### src/rtl/hba_bus_arbiter_pkg.sv
// Shared HBA arbiter definitions: FSM state encoding, idle-bus values, default widths.
// Latency: n/a (types, constants and an elaboration-time helper only).
// Backpressure: n/a.
package hba_bus_arbiter_pkg;

  // Arbiter FSM states.
  typedef enum logic [1:0] {
    ST_IDLE    = 2'd0,
    ST_OWNED   = 2'd1,
    ST_RELEASE = 2'd2
  } hba_state_e;

  // Value the bus shows when nobody owns it. Address and data idle at zero.
  localparam logic HBA_IDLE_RWN = 1'b1;

  // Default widths used by every HBA peripheral (4-bit periph + 8-bit reg address).
  localparam int HBA_DBUS_WIDTH = 8;
  localparam int HBA_ADDR_WIDTH = 12;

  // $clog2 with a floor of one bit, so degenerate parameters still give a legal vector.
  function automatic int clog2_min1(input int value);
    int w;
    w = $clog2(value);
    return (w < 1) ? 1 : w;
  endfunction

endpackage

### src/rtl/hba_bus_arbiter_rr_picker.sv
// Round-robin picker: first requester strictly after the pointer, wrapping.
// Latency: combinational, 0 cycles.
// Backpressure: none; the caller decides whether to register the pick.
// Ports:
//   req_i   in  NUM_MASTERS  request vector
//   ptr_i   in  PW           index of the most recent owner
//   pick_o  out NUM_MASTERS  one-hot winner (zero when no request)
//   vld_o   out 1            at least one request present
module hba_bus_arbiter_rr_picker
  import hba_bus_arbiter_pkg::*;
#(
  parameter int NUM_MASTERS = 2,
  parameter int PW          = clog2_min1(NUM_MASTERS)
) (
  input  logic [NUM_MASTERS-1:0] req_i,
  input  logic [PW-1:0]          ptr_i,
  output logic [NUM_MASTERS-1:0] pick_o,
  output logic                   vld_o
);

  logic found;

  // Walk the candidates in rotation order ptr+1, ptr+2, ... and take the first requester.
  always_comb begin
    pick_o = '0;
    found  = 1'b0;
    for (int k = 1; k <= NUM_MASTERS; k++) begin
      for (int i = 0; i < NUM_MASTERS; i++) begin
        if (!found && req_i[i] && (i == ((int'(ptr_i) + k) % NUM_MASTERS))) begin
          pick_o[i] = 1'b1;
          found     = 1'b1;
        end
      end
    end
  end

  assign vld_o = |req_i;

endmodule

### src/rtl/hba_bus_arbiter.sv
// Round-robin owner arbiter for the shared HBA bus with transfer-count preemption.
// Latency: req->grant 1 clk; grant->bus outputs 0 clk (combinational mux of registered grant).
// Backpressure: non-owners wait until the owner drops req or hits MAX_XFERS acked transfers.
// Ports:
//   hba_clk, hba_reset_n            clock, async active-low reset
//   master_req/rwn/abus/dbus        per-master request and bus cycle (flattened vectors)
//   master_grant                    registered one-hot grant
//   hba_xferack                     slave ack of the current bus cycle
//   hba_select/rwn/abus/dbus        muxed bus cycle of the owner, idle values otherwise
module hba_bus_arbiter
  import hba_bus_arbiter_pkg::*;
#(
  parameter int NUM_MASTERS = 2,
  parameter int DBUS_WIDTH  = HBA_DBUS_WIDTH,
  parameter int ADDR_WIDTH  = HBA_ADDR_WIDTH,
  parameter int MAX_XFERS   = 16
) (
  input  logic                              hba_clk,
  input  logic                              hba_reset_n,
  input  logic [NUM_MASTERS-1:0]            master_req,
  output logic [NUM_MASTERS-1:0]            master_grant,
  input  logic [NUM_MASTERS-1:0]            master_rwn,
  input  logic [NUM_MASTERS*ADDR_WIDTH-1:0] master_abus,
  input  logic [NUM_MASTERS*DBUS_WIDTH-1:0] master_dbus,
  input  logic                              hba_xferack,
  output logic                              hba_select,
  output logic                              hba_rwn,
  output logic [ADDR_WIDTH-1:0]             hba_abus,
  output logic [DBUS_WIDTH-1:0]             hba_dbus
);

  localparam int PW     = clog2_min1(NUM_MASTERS);
  localparam int CW     = clog2_min1(MAX_XFERS + 1);
  localparam int LAST_I = (MAX_XFERS > 0) ? MAX_XFERS - 1 : 0;
  localparam logic [CW-1:0] CNT_LAST = CW'(LAST_I);
  // Pointer starts on the last master so master 0 wins the first arbitration.
  localparam logic [PW-1:0] PTR_RST  = PW'(NUM_MASTERS - 1);

  hba_state_e             state_q, state_d;
  logic [NUM_MASTERS-1:0] grant_q, grant_d;
  logic [PW-1:0]          ptr_q, ptr_d;
  logic [CW-1:0]          cnt_q, cnt_d;

  logic [NUM_MASTERS-1:0] pick;
  logic                   pick_vld;
  logic [PW-1:0]          owner_idx;
  logic                   owner_req;
  logic                   select;
  logic                   ack_en;
  logic                   preempt;
  logic                   rwn_or;
  logic [ADDR_WIDTH-1:0]  abus_or;
  logic [DBUS_WIDTH-1:0]  dbus_or;

  hba_bus_arbiter_rr_picker #(
    .NUM_MASTERS (NUM_MASTERS),
    .PW          (PW)
  ) u_picker (
    .req_i  (master_req),
    .ptr_i  (ptr_q),
    .pick_o (pick),
    .vld_o  (pick_vld)
  );

  // Encode the one-hot grant so the pointer can remember who owned the bus last.
  always_comb begin
    owner_idx = '0;
    for (int i = 0; i < NUM_MASTERS; i++) begin
      if (grant_q[i]) owner_idx = PW'(i);
    end
  end

  assign owner_req = |(grant_q & master_req);
  assign select    = (state_q == ST_OWNED) && owner_req;
  assign ack_en    = select && hba_xferack;
  // The ack that brings the tenure to MAX_XFERS forces a release on this edge.
  assign preempt   = (MAX_XFERS != 0) && ack_en && (cnt_q == CNT_LAST);

  always_comb begin
    state_d = state_q;
    grant_d = grant_q;
    ptr_d   = ptr_q;
    cnt_d   = cnt_q;
    case (state_q)
      ST_OWNED: begin
        if (!owner_req || preempt) begin
          state_d = ST_RELEASE;
          grant_d = '0;
          ptr_d   = owner_idx;
          cnt_d   = '0;
        end else if (ack_en && (cnt_q != {CW{1'b1}})) begin
          cnt_d = cnt_q + 1'b1;
        end
      end
      default: begin
        // IDLE and the single RELEASE dead cycle both arbitrate for the next edge.
        cnt_d = '0;
        if (pick_vld) begin
          state_d = ST_OWNED;
          grant_d = pick;
        end else begin
          state_d = ST_IDLE;
          grant_d = '0;
        end
      end
    endcase
  end

  always_ff @(posedge hba_clk or negedge hba_reset_n) begin
    if (!hba_reset_n) begin
      state_q <= ST_IDLE;
      grant_q <= '0;
      ptr_q   <= PTR_RST;
      cnt_q   <= '0;
    end else begin
      state_q <= state_d;
      grant_q <= grant_d;
      ptr_q   <= ptr_d;
      cnt_q   <= cnt_d;
    end
  end

  // AND-OR mux over the one-hot grant.
  always_comb begin
    rwn_or  = 1'b0;
    abus_or = '0;
    dbus_or = '0;
    for (int i = 0; i < NUM_MASTERS; i++) begin
      rwn_or  = rwn_or  | (master_rwn[i] & grant_q[i]);
      abus_or = abus_or | (master_abus[i*ADDR_WIDTH +: ADDR_WIDTH] & {ADDR_WIDTH{grant_q[i]}});
      dbus_or = dbus_or | (master_dbus[i*DBUS_WIDTH +: DBUS_WIDTH] & {DBUS_WIDTH{grant_q[i]}});
    end
  end

  assign master_grant = grant_q;
  assign hba_select   = select;
  assign hba_rwn      = select ? rwn_or  : HBA_IDLE_RWN;
  assign hba_abus     = select ? abus_or : '0;
  assign hba_dbus     = select ? dbus_or : '0;

endmodule

### config.mk
export PLATFORM = sky130hd
export DESIGN_NAME = hba_bus_arbiter
export DESIGN_NICKNAME = d
export VERILOG_FILES = /design/src/rtl/hba_bus_arbiter_pkg.sv /design/src/rtl/hba_bus_arbiter_rr_picker.sv /design/src/rtl/hba_bus_arbiter.sv
export SDC_FILE = /design/constraint.sdc
export NUM_CORES = 1
export LEC_CHECK = 0
export ABC_CLOCK_PERIOD_IN_PS = 4300
export CORE_ASPECT_RATIO = 0.9
export CORE_MARGIN = 4
export CORE_UTILIZATION = 35
export CTS_BUF_LIST = sky130_fd_sc_hd__clkbuf_8
export CTS_CLUSTER_DIAMETER = 200
export CTS_CLUSTER_SIZE = 14
export DETAILED_ROUTE_END_ITERATION = 16
export PLACE_DENSITY = 0.95
export REMOVE_ABC_BUFFERS = 1
export SYNTH_ARGS = -nofsm -noshare
export SYNTH_HDL_FRONTEND = slang
export SYNTH_SLANG_ARGS = --single-unit
### constraint.sdc
create_clock -name hba_clk -period 4.3 [get_ports hba_clk]
set_clock_uncertainty 0.15 [all_clocks]
set_input_delay 1.29 -clock hba_clk [delete_from_list [all_inputs] [get_ports hba_clk]]
set_output_delay 1.29 -clock hba_clk [all_outputs]
set_load 0.01 [all_outputs]
==> summary.md <==
| Metric | Value |
|---|---|
| Max-slew violations | `0` |
| Height of the chip | `53.56 µm` |
| Source-to-sink clock delay at the later pin of the worst-skew pair | `0.24 ns` |
| Stage delay of the slowest cell on the critical path | `between 0.5 and 0.6 ns` |
| Clock Root Buffer | `sky130_fd_sc_hd__clkbuf_8` |
| Fraction of post-synthesis cell area in the top cell type by area | `approximately 28%` |
| Accumulated negative setup slack | `0 ns` |
| Synth Area in Adders | `4.651%` |
| H-tree lvl count | `1` |
| Sink count of the clock tree | `10` |
| Cell count of the worst hold path | `2` |
| Global-route wire length before repair | `between 4 and 5 mm` |
| Number of cells produced by synthesis | `102` |
| RSZ-0062 raised after global routing | `no` |
| Weighted congestion at the end of routability-driven global placement | `~0.77` |
| Leading register cell type out of synthesis | `sky130_fd_sc_hd__dfrtp_1` |
| Worst reg2reg path endpoint | `cnt_q[3]$_DFFE_PN0P_` |
| Total DRC errors in the routed layout | `0` |
| Most instantiated library cell after synthesis | `sky130_fd_sc_hd__nor2_1` |
| Antenna violations before repair | `0` |
| Largest fanout on the critical path | `12` |
| Number of clock buffers inserted by TritonCTS | `3` |
| Number of violations reported at the end of detailed-routing iteration 0 | `43` |
| Die X-Extent | `just under 60 µm` |
| Post-Route M1 WL | `between 1 and 1.5 mm` |
| Hold-critical path endpoint | `cnt_q[3]$_DFFE_PN0P_` |
| Cell Int Power | `around 360 µW` |
| Run status | `finished clean` |
| Netlist area before placement | `roughly 800 µm²` |
| Post-synthesis async set-or-reset flop share | `100.0%` |
| Share of the yosys chip area belonging to registers | `31.16%` |
| Hold_buf cts | `0` |
| Kind of critical path | `in2out` |
| Floorplan core area | `2182 µm²` |
| Count of nets after finishing | `about 230` |
| Number of antenna-violating nets in the routed design | `0` |
| Minimum hold slack | `0.3952 ns` |
| Final hold viol count | `0` |
| Fraction of power consumed by the clock network | `17.3%` |
| Clock tree from TritonCTS | `built` |
| Synthesis-to-layout area growth | `102.6%` |
| Beginning of the worst hold path | `cnt_q[3]$_DFFE_PN0P_` |
| Proportion of synthesized area in mux cells | `2.636%` |
| Share of the synthesized netlist area taken by xor and xnor gates | `0%` |
| Slew of the pin with the lowest slew margin | `0.4451 ns` |
| Overall Global Routing Usage | `18.95%` |
| Num ports | `71` |
| Crit Reg-Reg Startpoint | `cnt_q[0]$_DFFE_PN0P_` |
| Static leakage | `0.8895 nW` |
| Cts repair resizes | `9` |
| Combinational cell fraction of total power | `58.8%` |
| Pin count of the biggest net entering global routing | `25` |
| Critical path arrival | `2.76 ns` |
| Setup fix buffers added after clock tree synthesis | `0` |
| Crit-path cells | `clkdlybuf4s50_1 -> a22o_1 -> nand2b_1 -> buf_6 -> inv_1 -> clkdlybuf4s50_1` |
| Met2 routed wirelength | `roughly 1.7 mm` |
| Reg2Reg Depth | `6` |
| Via count | `~1100` |
| Number of rows created at floorplan | `16` |
| Post-synthesis cell type with the largest combined area | `sky130_fd_sc_hd__dfrtp_1` |
| Register clock-pin slew on the reported worst setup and hold paths | `0.05 ns` |
| Die Outline Area | `3139 µm²` |
| Switching fraction of total power | `37.38%` |
| Switching power | `212.7 µW` |
| Count of flip-flops with a built-in enable after synthesis | `0` |
| Areal power density over the cells | `348.0 nW/µm²` |
| Vias per Instance | `5.360` |
| Post-route minimum period | `4.198 ns` |
| Sequential share of power | `23.8%` |
| Kind of path behind the tightest hold check | `reg2reg` |
| Fraction of final layout cells with drive strength greater than 1 | `8.523%` |
| Total wire length | `3.162 mm` |
| Register-to-Register Setup Slack | `between 2 and 2.5 ns` |
| Post-Synth Simple-Gate Area | `20.16%` |
| Warnings from Yosys | `0` |
| CP Capture Type | `primary output` |
| Worst rel slew slack | `70.24%` |
| Compound-Gate Fraction of Synth Area | `33.95%` |
| Number of maximum-capacitance violations | `0` |
| Number of search-and-repair iterations in the first detailed-routing pass | `4` |
| VDD IR max | `322.2 µV` |
| Main combinational cell family by area after synthesis | `compound AO/OA/AOI/OAI gates` |
| Count of state elements after synthesis | `10` |
| Critical path startpoint category | `input pin` |
| Highest metal layer with signal wires | `met4` |
| Critical Path Slowest Stage Cell | `sky130_fd_sc_hd__clkdlybuf4s50_1` |
| Remaining global-route overflow | `0` |
| Dominant cell type by count on the critical path | `sky130_fd_sc_hd__clkdlybuf4s50_1` |
| Cell types with the largest area share after synthesis | `sky130_fd_sc_hd__dfrtp_1, sky130_fd_sc_hd__a22oi_1, sky130_fd_sc_hd__nor2_1` |
| Synth Area per Inst | `7.912 µm²` |
| Crit share post-route | `a little over nine tenths` |
| Total setup violations reported at the end of the flow | `0` |
| HPWL reported at the end of detailed placement | `2.517 mm` |
| Max clock buf depth | `2` |
| Endpoint required time on the critical path | `roughly 2.9 ns` |
| Number of buffers inserted by port buffering | `70` |
| Via count of the first global-routing pass | `between 1000 and 1500` |
| Number of distinct library cells after synthesis | `25` |
| Highest clock rate | `238.2 MHz` |
| Avg WL per Cell | `15.58 µm` |
| Commonest cells post-synth | `sky130_fd_sc_hd__nor2_1, sky130_fd_sc_hd__a22oi_1, sky130_fd_sc_hd__dfrtp_1` |
| Ant. Diodes | `0` |
| Effective utilization at floorplan | `36.98%` |
| Routed wl met3 | `314 µm` |
==> layer usage <==
| layer | GRT usage, % | vias to the layer above |
|---|---|---|
| met1 | 18.33 | 508 |
| li1 | - | 519 |
| met4 | 10.57 | 0 |
| met2 | 37.55 | 52 |
| met3 | 3.837 | 9 |
| met5 | 0 | - |
==> per-stage QoR <==
step | area, µm² | std cells | utilization (%) | setup WS, ns | power, mW
floorplan | 765.7 | 93 | - | 0.5989 | 0.2971
global placement | 1568 | 199 | 71.85 | -0.00002043 | 0.4647
detailed placement | 1568 | 199 | 71.85 | -0.04045 | 0.4795
CTS | 1602 | 203 | 73.39 | 0.0009790 | 0.5722
global route | 1635 | 203 | 74.94 | 0.004263 | 0.6095
finish | 1635 | 203 | 74.94 | 0.1022 | 0.5690
==> power groups by stage <==
stage	logic [mW]	clock network [mW]	registers (mW)
floorplan	0.134	0	0.164
global placement	0.330	0	0.135
detailed placement	0.343	0	0.137
CTS	0.337	0.0999	0.135
global route	0.364	0.107	0.138
finish	0.335	0.0985	0.136
==> flip-flops by register name, indices dropped and copies added (netlist names) <==
register,cells
ptr_q,1
cnt_q,5
state_q,2
master_grant,2
==> how the worst max path moves through the flow <==
stage | slack (ns) | endpoint | from | depth (start not counted)
2_1_floorplan | 0.60 | hba_rwn | master_req[1] | 3
6_report | 0.10 | hba_select | master_req[1] | 6
5_1_grt | 0.004 | hba_select | master_req[0] | 6
3_3_place_gp | -0.00002 | hba_abus[10] | master_req[1] | 6
3_5_place_dp | -0.04 | hba_abus[10] | master_req[0] | 6
4_1_cts | 0.001 | hba_dbus[0] | master_req[0] | 6
==> cells by family after synthesis <==
kind of cell	count (synthesis)
compound gates	37
flops	10
fa+ha+maj	3
buf+inv	14
simple gates	36
mux	2
==> worst max-delay path: cells and delay by family <==
family	cells	cell delay, ns
buf+inv	4	1.21
compound gates	1	0.16
simple gates	1	0.10
==> area by class of cell <==
class / instances / area, µm²
repair buffers: 79 / 790.8
fillers: 152 / 546.8
multi-input cells: 78 / 495.5
flip-flops and latches: 10 / 251.5
clock buffers: 3 / 41.29
well taps: 27 / 33.78
inverters: 5 / 18.77
clock inverters: 1 / 3.754
==> placed cells by master (no fill, tap or decap), types with 2 or more instances in the layout <==
cell type,n
sky130_fd_sc_hd__a2bb2oi_1,3
sky130_fd_sc_hd__nand2_1,3
sky130_fd_sc_hd__a21oi_1,5
sky130_fd_sc_hd__a22oi_1,22
sky130_fd_sc_hd__a32o_1,2
sky130_fd_sc_hd__inv_1,6
sky130_fd_sc_hd__nand2b_1,3
sky130_fd_sc_hd__o21ai_0,2
sky130_fd_sc_hd__buf_4,8
sky130_fd_sc_hd__nor2_1,25
sky130_fd_sc_hd__clkdlybuf4s50_1,49
sky130_fd_sc_hd__dfrtp_1,9
sky130_fd_sc_hd__dlygate4sd2_1,9
sky130_fd_sc_hd__clkbuf_8,3
sky130_fd_sc_hd__ha_1,3
sky130_fd_sc_hd__dlymetal6s2s_1,12
No activity file was read; power rests on OpenSTA's default activity.
